**src/rtl/shift_chain_loader.sv**
```systemverilog
// Serialises a WIDTH-bit word MSB-first onto shift_clk/shift_dta while capturing the chain's return bit.
// One word per 2*DIV*WIDTH+2 cycles; load_ready is low for the whole transfer and extra load_valid is dropped.
module shift_chain_loader #(
  parameter int WIDTH = 64,
  parameter int DIV   = 4
) (
  input  logic             clk,
  input  logic             rst,
  input  logic             load_valid,
  output logic             load_ready,
  input  logic [WIDTH-1:0] load_data,
  output logic             shift_clk,
  output logic             shift_dta,
  input  logic             shift_ret,
  output logic [WIDTH-1:0] rx_data,
  output logic             rx_valid,
  output logic             busy
);

  localparam int DW = $clog2(DIV + 1);
  localparam int BW = $clog2(WIDTH + 1);

  typedef enum logic [1:0] {IDLE, LOW, HIGH, DONE} state_t;

  state_t           state, state_nxt;
  logic [DW-1:0]    div_cnt;
  logic [BW-1:0]    bit_cnt;
  logic [WIDTH-1:0] tx_sr;
  logic [WIDTH-1:0] rx_sr;
  logic             last_tick;

  logic shift_clk_nxt, shift_dta_nxt, rx_valid_nxt, load_ready_nxt;

  assign last_tick = (div_cnt == DW'(1));

  always_ff @(posedge clk) begin
    if (rst) state <= IDLE;
    else     state <= state_nxt;
  end

  always_comb begin
    state_nxt = state;
    case (state)
      IDLE:    if (load_valid) state_nxt = LOW;
      LOW:     if (last_tick) state_nxt = HIGH;
      HIGH:    if (last_tick) state_nxt = (bit_cnt == BW'(1)) ? DONE : LOW;
      DONE:    state_nxt = IDLE;
      default: state_nxt = IDLE;
    endcase
  end

  // Outputs are registered, so their next values are derived from the next state.
  always_comb begin
    shift_clk_nxt  = (state_nxt == HIGH);
    rx_valid_nxt   = (state_nxt == DONE);
    load_ready_nxt = (state_nxt == IDLE);
    shift_dta_nxt  = shift_dta;
    if (state_nxt == LOW && state != LOW)
      shift_dta_nxt = (state == IDLE) ? load_data[WIDTH-1] : tx_sr[WIDTH-1];
  end

  // tx_sr always holds the bits still to be sent, MSB first; the current bit lives in shift_dta.
  always_ff @(posedge clk) begin
    if (rst) begin
      div_cnt    <= '0;
      bit_cnt    <= '0;
      tx_sr      <= '0;
      rx_sr      <= '0;
      rx_data    <= '0;
      shift_clk  <= 1'b0;
      shift_dta  <= 1'b0;
      rx_valid   <= 1'b0;
      load_ready <= 1'b1;
      busy       <= 1'b0;
    end else begin
      if (state_nxt != state)
        div_cnt <= DW'(DIV);
      else if (div_cnt != '0)
        div_cnt <= div_cnt - DW'(1);

      case (state)
        IDLE: if (load_valid) begin
          tx_sr   <= {load_data[WIDTH-2:0], 1'b0};
          bit_cnt <= BW'(WIDTH);
        end
        LOW:  if (last_tick) rx_sr <= {rx_sr[WIDTH-2:0], shift_ret};
        HIGH: if (last_tick) begin
          bit_cnt <= bit_cnt - BW'(1);
          tx_sr   <= {tx_sr[WIDTH-2:0], 1'b0};
        end
        default: ;
      endcase

      if (state_nxt == DONE) rx_data <= rx_sr;

      shift_clk  <= shift_clk_nxt;
      shift_dta  <= shift_dta_nxt;
      rx_valid   <= rx_valid_nxt;
      load_ready <= load_ready_nxt;
      busy       <= !load_ready_nxt;
    end
  end

endmodule

```
**config.mk**
```make
export PLATFORM = sky130hd
export DESIGN_NAME = shift_chain_loader
export DESIGN_NICKNAME = d
export VERILOG_FILES = /design/src/rtl/shift_chain_loader.sv
export SDC_FILE = /design/constraint.sdc
export NUM_CORES = 1
export LEC_CHECK = 0
export CAP_MARGIN = 30
export CORE_MARGIN = 5
export CORE_UTILIZATION = 57
export DETAILED_ROUTE_END_ITERATION = 16
export PLACE_DENSITY = 0.85
export SYNTH_ARGS = -nofsm -noshare
export SYNTH_HDL_FRONTEND = slang
export SYNTH_SLANG_ARGS = --single-unit
```
**constraint.sdc**
```tcl
create_clock -name clk -period 2.7 [get_ports clk]
set_input_delay 0.405 -clock clk [delete_from_list [all_inputs] [get_ports clk]]
set_output_delay 0.405 -clock clk [all_outputs]
set_load 0.01 [all_outputs]
```
# After elaboration in Yosys (flattened, before gate mapping)
# Cells that the tools add are included.
# classes
addsub	2
n_eq_ne	12
muxes	14
n_reduce_logical	10
# ops
operator	count
2-to-1 mux 64 bit	2
case mux 64 bit (2 select lines)	1
2-to-1 mux 7 bit	2
case mux 7 bit (2 select lines)	1
equality test 2 bit (second input constant)	4
2-to-1 mux 2 bit	4
case mux 2 bit (4 select lines)	1
equality test 7 x 1 -> 1 bit (second input constant)	1
subtractor 7 x 1 -> 7 bit (second input constant)	1
2-to-1 mux 3 bit	2
equality test 2 x 1 -> 1 bit (second input constant)	2
zero test 2 bit	2
!= test 2 bit (second input constant)	2
nonzero test 2 bit	2
equality test 3 x 1 -> 1 bit (second input constant)	1
AND reduction 3 bit	1
nonzero test 3 bit	1
subtractor 3 x 1 -> 3 bit (second input constant)	1
!= test 2 x 1 -> 1 bit (second input constant)	1
!= test 2 bit	1
AND reduction 2 bit	1
OR reduction 2 bit	1
logical AND 1 bit	1
zero test 1 bit	1
2-to-1 mux 1 bit	1
# word_totals
register_bits	209
in_bits	68

# Logic depth before layout (Yosys ltp)
# depth
ltp_word	6
ltp_mapped	8

# Worst setup path before layout
# OpenSTA, ideal clock, no wires.
# synth_timing
path_kind	register -> register
startpoint	register div_cnt[1]
endpoint	register tx_sr[23]
setup_ps	91
arrival_ps	1685
path_slack_ps	924
stages_incl_launch_ff	9
synth_period_minus_slack_ps	1776
path_cell_list	dfxtp_1 -> inv_1 -> ha_1 -> and4bb_1 -> or2_1 -> buf_2 -> buf_2 -> buf_2 -> a311oi_1
# synth_via
elab_chain_len	3
# synth_lines
item	line	rtl
start, declared	26	logic [DW-1:0] div_cnt;
start signal, assigned	77	div_cnt <= DW'(DIV);
start signal, assigned	79	div_cnt <= div_cnt - DW'(1);
equality test 3 x 1 -> 1 bit	34	assign last_tick = (div_cnt == DW'(1));
!= test 2 bit (no line)	n/a	
AND reduction 3 bit (no line)	n/a	
end signal, assigned	83	tx_sr <= {load_data[WIDTH-2:0], 1'b0};
end signal, assigned	89	tx_sr <= {tx_sr[WIDTH-2:0], 1'b0};
end, declared	28	logic [WIDTH-1:0] tx_sr;
# No other way between the ends.
# A chain may end at the register's enable or synchronous reset.

# Final worst setup path
# layout_timing
startpoint	register state[1]
endpoint	register rx_data[37]
# layout_via
elab_chain_len	3
# layout_lines
item	line	rtl
start, declared	25	state_t state, state_nxt;
start signal, assigned	38	else state <= state_nxt;
equality test 2 bit, or another cell as far along	43	case (state)
case mux 2 bit (4 select lines) (*)	43	
equality test 2 bit (*)	94	if (state_nxt == DONE) rx_data <= rx_sr;
end signal, assigned	94	
end, declared	15	output logic [WIDTH-1:0] rx_data,
# Every way passes the cells marked *; elsewhere a longest branch is shown, timed or not.

==> metrics.txt <==
share of the synthesized area in the top cell type 0.501; reg2reg end rx_data[37]; clk root buf clkbuf_16; # clock sinks between 200 and 250; DIE HEIGHT roughly 130 um; highest-delay cell along the critical path dfxtp_1; status completed; Data arrival, critical path 2530 ps; Die X between 100 and 150 um; clock-pin slew on the worst setup and hold paths 60 ps; Total GRT Usage 0.207; cell accounting for the most synthesized area dfxtp_1; vias in the first global route around 6,500; Setup TNS Final 0 ps; HPWL Detailed roughly 12 mm; post-synthesis cell type count between 40 and 50; Comb power frac 0.125; fmax approximately 470 MHz; worst slew pin tran about 740 ps; Final setup viols 0; IO Pins roughly 140; switch share 0.245; Detailed Route WL 18.0 mm; layout cell share with drive strength beyond 1 0.0554; setup slack, reg-to-reg approximately 580 ps; DR vias/cell about 5.4; Top delay family on crit path simple AND/OR/NAND/NOR gates; worst setup path class flop to flop; post-DR wirelength/cell approximately 14 um; total CTS buffers 21; area of the mapped netlist 8320 um^2; maxcap violations 0; TritonRoute pass-1 iters 5; WHS Endpoint rx_data[20]; crit path launch type flop; Clock Skew roughly 15 ps; number of fill cells 1,085; Remaining DRCs 0; Hold Startpoint rx_data[20]; initial antenna violation count 0; First DRT Iteration DRCs about 480; sequential share of power 0.469; P_int approximately 5.4 mW; Final Max Slew Viols 0; fin cells roughly 1,300; most instantiated cells after synthesis nand2_1, dfxtp_1, nor2_1; Bufs and invs on worst path 1; CP peak stage delay around 630 ps; crit end category flop; pin count of the biggest net entering global routing 72; CP required around 3100 ps; Post-synth ARST share 0; synth top area cells dfxtp_1, nand2_1, mux2i_1; # resized after CTS 0; synthesized instance count a little under 1,000; P per Cell Area a little under 700 nW/um^2; Hold Path Class flop to flop; Final Cycle Share 0.786; global-route wire length before repair between 20 and 30 mm; leak pwr ~3.6 nW; Max IR drop VDD roughly 0.00053 V; ANT nets after route 0; relative slew slack 0.509; clk_lat worst skew 490 ps; Starting Density 0.577; Bufs on Longest Clock Path 3; vias slightly below 7,000; total gr overflow 0; cell with the most instances after synthesis nand2_1; register area share after synthesis 0.501; minimum clock period after layout between 2000 and 2500 ps; fin nets ~1,200; # Post-CTS Setup Buffers 0; flop and latch count out of synthesis 208; Layout area overhead 24.6%; H-tree levels 1; Final Hold Vio Count 0; antenna cells 0; worst reg2reg path depth 5; Syn. warnings 0; Post-synth EDFFs 0; CP Cell Sequence and4bb_1 > nor2_2 > nor2_8 > buf_12 > mux2i_1; average instance area after synthesis approximately 8.4 um^2; RR Startpoint state[1]; Mapped Nets between 1,000 and 1,500; dominant synthesized flop cell dfxtp_1; CP Max Fanout 63; Net Sw Power around 1.7 mW; register area approximately 4200 um^2; # port buffers around 140; area of the multi-input gates 3710 um^2; DIE AREA ~17,000 um^2; CTS tree done; Clock power frac 0.406; gpl congestion slightly below 0.8; CORE AREA approximately 14,000 um^2; Core Rows 44; Hold Crit Depth 2; RSZ-0062 raised after global routing false; Placed Cells approximately 1,200; cts hold-fix bufs 0
-- tightest hold or removal path, cell delays in order, from the launching register on --
cell     delay (ps)
dfxtp_1         310
nand2_1          50
mux2i_1          50
-- layout by cell type, fill, tap and decap left out, drive strengths merged, types with 2 or more instances in the layout --
master	n
a211oi	2
a21oi	68
a311oi	62
and4bb	3
buf	15
bufinv	2
clkbuf	30
clkdlybuf4s50	135
clkinv	5
dfxtp	208
ha	5
inv	5
mux2i	64
nand2	382
nand2b	3
nor2	76
nor2b	3
nor3	6
o211ai	2
o21ai	2
or2	3
xnor2	3
xor2	4
-- worst max-delay path by stage --
stage | start | to | slack [ps] | cells past startpoint
6_report | state[1] | rx_data[37] | 580 | 5
5_1_grt | state[1] | rx_data[31] | 400 | 5
4_1_cts | div_cnt[0] | rx_sr[45] | 580 | 6
3_5_place_dp | load_valid | rx_data[0] | 350 | 6
3_3_place_gp | load_valid | rx_data[56] | 470 | 6
2_1_floorplan | div_cnt[1] | tx_sr[23] | 920 | 8
-- metal layers --
metal  wire length [um]  track usage  up-vias  part of all wire
met5                  0            0        -                 0
li1                   -            -     3494                 -
met4                230       0.0460        0             0.013
met1               7780        0.272     3240              0.43
met2               8780        0.356      194              0.49
met3               1200       0.0390       21             0.067
-- flip-flops by register name (all words and copies together) (netlist names) --
register / count
tx_sr: 63
busy: 1
div_cnt: 3
state: 2
bit_cnt: 7
rx_data: 64
rx_sr: 64
rx_valid: 1
shift_clk: 1
shift_dta: 1
load_ready: 1
-- logic make-up after synthesis --
group | share of synthesized area
AOI/OAI and AO/OA | 0.119
buffers and inverters | 0.0549
and+or+nand+nor | 0.232
xor gates and xnor gates | 0.00737
DFF | 0.501
adders and majority gates | 0.00752
muxes | 0.0784
-- power by group through the flow --
stage	Sequential [mW]	Clock, mW	Combinational, mW
after global placement	3.40	0	0.852
after floorplan	3.37	0	0.653
after CTS	3.34	2.94	0.896
final	3.34	2.89	0.889
after detailed placement	3.41	0	0.886
after global routing	3.36	3.08	0.990
-- through the flow --
step | hold WS (ps) | utilization | worst slack (ps) | cell area, um^2 | power, mW
2_1_floorplan | 437 | - | 924 | 8320 | 4.03
3_3_place_gp | 442 | 0.670 | 466 | 9660 | 4.25
3_5_place_dp | 446 | 0.670 | 351 | 9660 | 4.29
4_1_cts | 455 | 0.718 | 575 | 10400 | 7.18
5_1_grt | 477 | 0.718 | 403 | 10400 | 7.44
6_report | 453 | 0.718 | 579 | 10400 | 7.12
-- layout make-up --
cell class,count,share of cell area
Sequential cell,208,0.402
Clock inverter,7,0.00857
Multi-Input combinational cell,702,0.358
Inverter,5,0.00193
Tap cell,184,0.0222
Clock buffer,30,0.0588
Timing Repair Buffer,150,0.149
No activity file was read; power rests on OpenSTA's default activity.
